==> src/rtl/stage_pkg.sv <==
// Shared stage encodings and sequencer state type for the stage sequencer
// and the stage-enable decoder.
package stage_pkg;

   localparam int COUNT_WIDTH_DEFAULT = 16;

   localparam logic [2:0] STAGE_IDLE      = 3'd0;
   localparam logic [2:0] STAGE_FETCH     = 3'd1;
   localparam logic [2:0] STAGE_DECODE    = 3'd2;
   localparam logic [2:0] STAGE_EXECUTE   = 3'd3;
   localparam logic [2:0] STAGE_MEMORY    = 3'd4;
   localparam logic [2:0] STAGE_WRITEBACK = 3'd5;

   // PRIME shares the Write Back stage code but is a separate state so it never retires.
   typedef enum logic [2:0] {
      ST_IDLE,
      ST_PRIME,
      ST_S1,
      ST_S2,
      ST_S3,
      ST_S4,
      ST_S5
   } seq_state_t;

   // One-hot stage enables, bit 0 = Idle .. bit 5 = Write Back.
   function automatic logic [5:0] stage_enable(input logic [2:0] stage);
      logic [5:0] en;
      en = 6'd1 << stage;
      return en;
   endfunction

endpackage

==> src/rtl/instr_counter.sv <==
// Wrapping retired-instruction counter with enable and synchronous clear.
module instr_counter #(
   parameter int WIDTH = 16
) (
   input  logic             clk,
   input  logic             clear,
   input  logic             enable,
   output logic [WIDTH-1:0] count
);

   always_ff @(posedge clk) begin
      if (clear)
         count <= '0;
      else if (enable)
         count <= count + 1'b1;
   end

endmodule

==> src/rtl/stage_sequencer.sv <==
// Five-stage instruction sequencer with a start-up priming pass, stall,
// single-step and halt-at-boundary control.
module stage_sequencer
   import stage_pkg::*;
#(
   parameter int COUNT_WIDTH = COUNT_WIDTH_DEFAULT
) (
   input  logic                   Clock,
   input  logic                   Reset,
   input  logic                   Run,
   input  logic                   Halt,
   input  logic                   Stall,
   input  logic                   StepMode,
   input  logic                   Step,
   output logic [2:0]             Stage,
   output logic                   Priming,
   output logic                   Busy,
   output logic                   InstrDone,
   output logic [COUNT_WIDTH-1:0] InstrCount
);

   seq_state_t state;
   logic       halt_pending;
   logic       adv;
   logic       retire;

   assign adv    = !Stall && (!StepMode || Step);
   assign retire = adv && (state == ST_S5);
   assign Busy   = (Stage != STAGE_IDLE);

   // Halt is latched even on stalled cycles; the later clear on entry to IDLE wins.
   always_ff @(posedge Clock) begin
      if (Reset) begin
         state        <= ST_IDLE;
         Stage        <= STAGE_IDLE;
         Priming      <= 1'b0;
         InstrDone    <= 1'b0;
         halt_pending <= 1'b0;
      end else begin
         InstrDone <= 1'b0;
         if (state != ST_IDLE && Halt)
            halt_pending <= 1'b1;
         if (adv) begin
            case (state)
               ST_IDLE: begin
                  if (Run && !Halt) begin
                     state   <= ST_PRIME;
                     Stage   <= STAGE_WRITEBACK;
                     Priming <= 1'b1;
                  end
               end
               ST_PRIME: begin
                  state   <= ST_S1;
                  Stage   <= STAGE_FETCH;
                  Priming <= 1'b0;
               end
               ST_S1: begin
                  state <= ST_S2;
                  Stage <= STAGE_DECODE;
               end
               ST_S2: begin
                  state <= ST_S3;
                  Stage <= STAGE_EXECUTE;
               end
               ST_S3: begin
                  state <= ST_S4;
                  Stage <= STAGE_MEMORY;
               end
               ST_S4: begin
                  state <= ST_S5;
                  Stage <= STAGE_WRITEBACK;
               end
               ST_S5: begin
                  InstrDone <= 1'b1;
                  if (halt_pending || !Run) begin
                     state        <= ST_IDLE;
                     Stage        <= STAGE_IDLE;
                     halt_pending <= 1'b0;
                  end else begin
                     state <= ST_S1;
                     Stage <= STAGE_FETCH;
                  end
               end
               default: begin
                  state   <= ST_IDLE;
                  Stage   <= STAGE_IDLE;
                  Priming <= 1'b0;
               end
            endcase
         end
      end
   end

   instr_counter #(
      .WIDTH (COUNT_WIDTH)
   ) u_instr_counter (
      .clk    (Clock),
      .clear  (Reset),
      .enable (retire),
      .count  (InstrCount)
   );

endmodule

==> config.mk <==
export PLATFORM = sky130hd
export DESIGN_NAME = stage_sequencer
export DESIGN_NICKNAME = d
export VERILOG_FILES = /design/src/rtl/stage_pkg.sv /design/src/rtl/instr_counter.sv /design/src/rtl/stage_sequencer.sv
export SDC_FILE = /design/constraint.sdc
export NUM_CORES = 1
export LEC_CHECK = 0
export BUFFER_PORTS_ARGS = -buffer_cell sky130_fd_sc_hd__buf_4
export CAP_MARGIN = 10
export CORE_MARGIN = 2
export CORE_UTILIZATION = 59
export CTS_BUF_LIST = sky130_fd_sc_hd__clkbuf_4 sky130_fd_sc_hd__clkbuf_8
export CTS_CLUSTER_DIAMETER = 40
export DETAILED_ROUTE_END_ITERATION = 16
export PLACE_DENSITY = 0.87
export SYNTH_ARGS = -nofsm -noshare
export SYNTH_HDL_FRONTEND = slang
export SYNTH_SLANG_ARGS = --single-unit
==> constraint.sdc <==
create_clock -name Clock -period 4.3 [get_ports Clock]
set_input_delay 0.43 -clock Clock [delete_from_list [all_inputs] [get_ports Clock]]
set_output_delay 0.43 -clock Clock [all_outputs]
set_load 0.02 [all_outputs]
# == Yosys cells after proc, flatten, opt, wreduce, memory -nomap -nowiden ==
# Cells that the tools add are included.
# word_totals
ff_bits,25
in_bits,7
output_inout_bits,22
elab_cells,46
# classes
addsub,1
eq_ne,7
mux,13
n_bitwise,2
reduce_logical,17
# ops
operator,count
one-hot mux 3 bit (7 select lines),2
"adder 16 x 1 -> 16 bit, second input constant",1
"equality test 3 bit, second input constant",3
two-way mux 1 bit,7
"equality test 3 x 2 -> 1 bit, second input constant",2
two-way mux 3 bit,2
nonzero test 3 bit,2
OR reduction 5 bit,1
logical AND 1 bit,4
zero test 1 bit,4
"equality test 3 x 1 -> 1 bit, second input constant",1
zero test 3 bit,1
AND reduction 3 bit,1
logical OR 1 bit,2
two-way mux 2 bit,1
"!= test 2 bit, second input constant",1
NOT 1 bit,2
one-hot mux 1 bit (2 select lines),1
AND reduction 2 bit,1
OR reduction 2 bit,1

# == Longest topological paths before layout ==
# logic_depth
depth_word,6
depth_mapped,6
mapped_depth_nobuf,5

# == Cells and area by module ==
# From an unflattened synthesis, not the netlist that was laid out.
# unflattened
hier_cells,136
hier_area_um2,1236.2
# modules_own_cells
mod,n_inst,cells_each,area_each_um2
instr_counter,1,83,757.0
stage_sequencer,1,53,479.2

# == Least setup slack after synthesis ==
# Ideal clock, no wire load.
# synth_timing
path_kind,input port to flip-flop
startpoint,input port StepMode
endpoint,register u_instr_counter.count[9]
setup_time_ns,0.070
arrival_time_ns,1.847
slack_ns,2.382
stages,6
cell_sequence,nor2b_1 buf_4 or4_4 buf_6 or4_1 a21oi_1
# synth_between
elab_chain_len,4
# synth_lines
element,line,text
start: declaration,stage_sequencer.sv:13,"input logic StepMode,"
zero test 1 bit,stage_sequencer.sv:27,assign adv = !Stall && (!StepMode || Step);
logical OR 1 bit,stage_sequencer.sv:27,
logical AND 1 bit,stage_sequencer.sv:27,
logical AND 1 bit,stage_sequencer.sv:28,assign retire = adv && (state == ST_S5);
end signal: assignment,instr_counter.sv:15,count <= count + 1'b1;
end: declaration,instr_counter.sv:8,output logic [WIDTH-1:0] count
# Every way passes these cells.
# A chain may end at the register's enable or synchronous reset.

# == Final worst setup path ==
# layout_timing
startpoint,register state[1]
endpoint,register u_instr_counter.count[13]
# layout_between
elab_chain_len,2
# layout_lines
element,line,text
start: declaration,stage_sequencer.sv:22,seq_state_t state;
start signal: assignment,stage_sequencer.sv:34,state <= ST_IDLE;
start signal: assignment,stage_sequencer.sv:47,state <= ST_PRIME;
start signal: assignment,stage_sequencer.sv:53,state <= ST_S1;
equality test 3 bit,stage_sequencer.sv:28,
logical AND 1 bit,stage_sequencer.sv:28,
# Every way passes these cells.

==> impl_metrics.yaml <==
sta:
  setup_ws_ps: 2165
  slew_viol_final: 0
  hold_viol: 0
  rsz0062_at_grt: "false"
  max-slew-margin-rel_pct: 58.62
  finalSetupTns_ps: 0
  finalCriticalPeriod_ps: 2135
  max_freq_ghz: 0.4684
  fin_worst_skew_ps: 1.217
  finalCritPeriodShare_pct: 49.65
  setup_violations: 0
  tightest_slew_ps: 616.0
clocking:
  clkTransAtPathRegs_ps: 130
  clock-root-buffer: "clkbuf_4"
  clock_latency_ps: 310
  clockBufferDepth: 2
  cts_setup_buffers: 0
  cts_buffers: 3
  cts-htree-levels: 1
  cts_hold_buf: 0
  cts-resized-gates: 0
  cts_num_sinks: 25
  cts_tree: "yes"
die:
  die_y_um: 49.61
  pin_count: 29
  rows: 16
  dieArea_um2: 2461
  die_w_um: 49.61
  core_area_um2: 1962
  start_util_pct: 62.56
final_layout:
  seqCellArea_um2: 500.5
  layout.nets: 178
  fillers: 152
  multi_input_area_um2: 661.9
  drive_gt1_share_pct: 20.12
  area_delta_synth_final_pct: 18.55
  antenna_cells: 0
setup_path:
  start_kind: "flip-flop"
  crit_chain: "nand3b_1 -> or4_4 -> or4_1 -> a21oi_1"
  crit_family: "simple AND/OR/NAND/NOR gates"
  critical_path_class: "flip-flop to flip-flop"
  r2r_start: "state[1]"
  slowest_delay_ps: 600
  r2r_cells: 4
  path_buf_inv: 0
  cp_slowest_cell: "dfxtp_1"
  cp-end-kind: "flip-flop"
  required_ps: 4560
  arrival_ps: 2390
  r2r_slack_ps: 2170
  r2r-end: "u_instr_counter.count[13]"
  critPathMaxFanout: 14
placement:
  portBuffers: 28
  hpwl_mm: 1.954
  place_ws_ps: 2218
  gp_congestion: 0.7885
synthesis:
  yosysSeqAreaShare_pct: 40.77
  synth.avg_cell_area_um2: 8.407
  netlist_top_cells_count: "dfxtp_1 (25), a21oi_1 (17), nor2_1 (11)"
  postSynthCellCount: 146
  yosys_warnings: 0
  synth-edff-count: 0
  synth_cell_types: 39
  ys_seq_elements: 25
  syn_area_um2: 1227
  synth_area_leaders: "dfxtp_1 (41%), a21oi_1 (6.9%), or3_1 (4.1%)"
  yosys_most_used_dff: "dfxtp_1"
  synth_nets: 154
  synth_most_common_cell: "dfxtp_1"
  ys_async_sr_fraction_pct: 0
  yosysTopAreaCellShare_pct: 40.77
  synth_top_area_cell: "dfxtp_1"
pwr:
  p_leak_nw: 0.5355
  ir_drop_mv: 0.1972
  powerDensity_nw_per_um2: 265.5
run_status:
  outcome: "complete, no violations"
detailed_routing:
  vias_per_cell: 5.969
  drtIter0Drc: 47
  ant_nets: 0
  vias: 1170
  wl_per_cell_um: 13.56
  dr.pass1.iters: 4
  drt-total-wl_mm: 2.657
  drc_errors: 0
hold_path:
  holdPathEnd: "InstrDone"
  hp-class: "primary input to flip-flop"
  min-delay-start: "Stall"
  min_path_cells: 2
global_route:
  grt_overflow: 0
  antenna_found_initial: 0
  grt_max_degree: 26
  first_global_vias: 1014
  grt_pass1_wl_mm: 4.560
  track_usage_pct: 23.66
flow_run:
  max-cap-violations: 0
final cells by class:
| type | instances | area share (%) |
|---|---|---|
| multi-input cells | 107 | 45.49 |
| clock buffers | 4 | 2.064 |
| inverters | 5 | 1.290 |
| flip-flops and latches | 25 | 34.39 |
| well taps | 27 | 2.322 |
| repair buffers | 28 | 14.45 |
registers in the layout, summed over array words and instances, names as in the netlist:
register               cells
InstrDone                  1
halt_pending               1
u_instr_counter.count     16
Stage                      3
state                      3
Priming                    1
metrics by stage:
step	util [%]	instance area (µm²)	power (mW)	hold WS, ps	cells
2_1_floorplan	-	1227	0.2686	489.6	146
3_3_place_gp	72.64	1425	0.2803	468.7	192
3_5_place_dp	72.64	1425	0.2812	472.0	192
4_1_cts	74.17	1455	0.3889	361.7	196
5_1_grt	74.17	1455	0.4029	364.5	196
6_report	74.17	1455	0.3864	366.1	196
cells by family (layout without fill, tap and decap cells):
family	count (synthesis)	after routing	share of synthesized area [%]
AOI/OAI and AO/OA	36	36	17.74
xor gates and xnor gates	5	5	3.568
adders and majority gates	2	2	1.835
buffers and inverters	14	37	5.301
DFF	25	25	40.77
muxes	2	2	1.631
and+or+nand+nor	62	62	29.16
routing by layer:
| metal | up-vias | track usage [%] | wire length [µm] |
|---|---|---|---|
| li1 | 588 | - | - |
| met1 | 543 | 30.04 | 1139 |
| met2 | 34 | 41.11 | 1342 |
| met3 | 5 | 3.030 | 141 |
| met4 | 0 | 7.870 | 34 |
| met5 | - | 0 | 0 |
layout by cell type, fill, tap and decap left out:
cell type / instances
or3_1: 8
nor2b_1: 2
nor4_1: 3
nand4b_1: 1
xnor2_1: 4
nand4_1: 5
or2b_1: 1
maj3_1: 1
or4_1: 4
and4b_1: 1
and4_1: 1
nand3_1: 6
buf_4: 28
xor2_1: 1
clkbuf_4: 4
a311o_1: 1
o21ai_0: 6
a211oi_1: 3
inv_1: 5
dfxtp_1: 25
nand3b_1: 1
nand2_1: 7
mux2i_1: 2
nor4b_1: 2
nand2b_1: 3
o31ai_1: 4
and3_1: 2
a31o_2: 1
ha_1: 1
o41ai_1: 1
nor3_1: 3
o211a_1: 1
or4_4: 1
a31oi_1: 2
a21oi_1: 17
nor2_1: 11
power by group:
| part | switching, mW | leakage, nW | total (mW) | internal, mW |
|---|---|---|---|---|
| Sequential | 0.00443 | 0.202 | 0.240 | 0.235 |
| Combinational | 0.0209 | 0.315 | 0.0371 | 0.0162 |
| Clock | 0.0671 | 0.0184 | 0.110 | 0.0426 |
| Total | 0.0925 | 0.535 | 0.386 | 0.294 |
how the worst max path moves through the flow:
stage / cells past startpoint / endpoint / start / slack, ps
global placement: 4 / u_instr_counter.count[13] / state[1] / 2280
floorplan: 6 / u_instr_counter.count[9] / StepMode / 2380
global route: 4 / u_instr_counter.count[13] / state[1] / 2020
detailed placement: 4 / u_instr_counter.count[13] / state[1] / 2220
finish: 4 / u_instr_counter.count[13] / state[1] / 2170
CTS: 4 / u_instr_counter.count[13] / state[1] / 2180
Note: power is estimated with default switching activity, not from simulation.
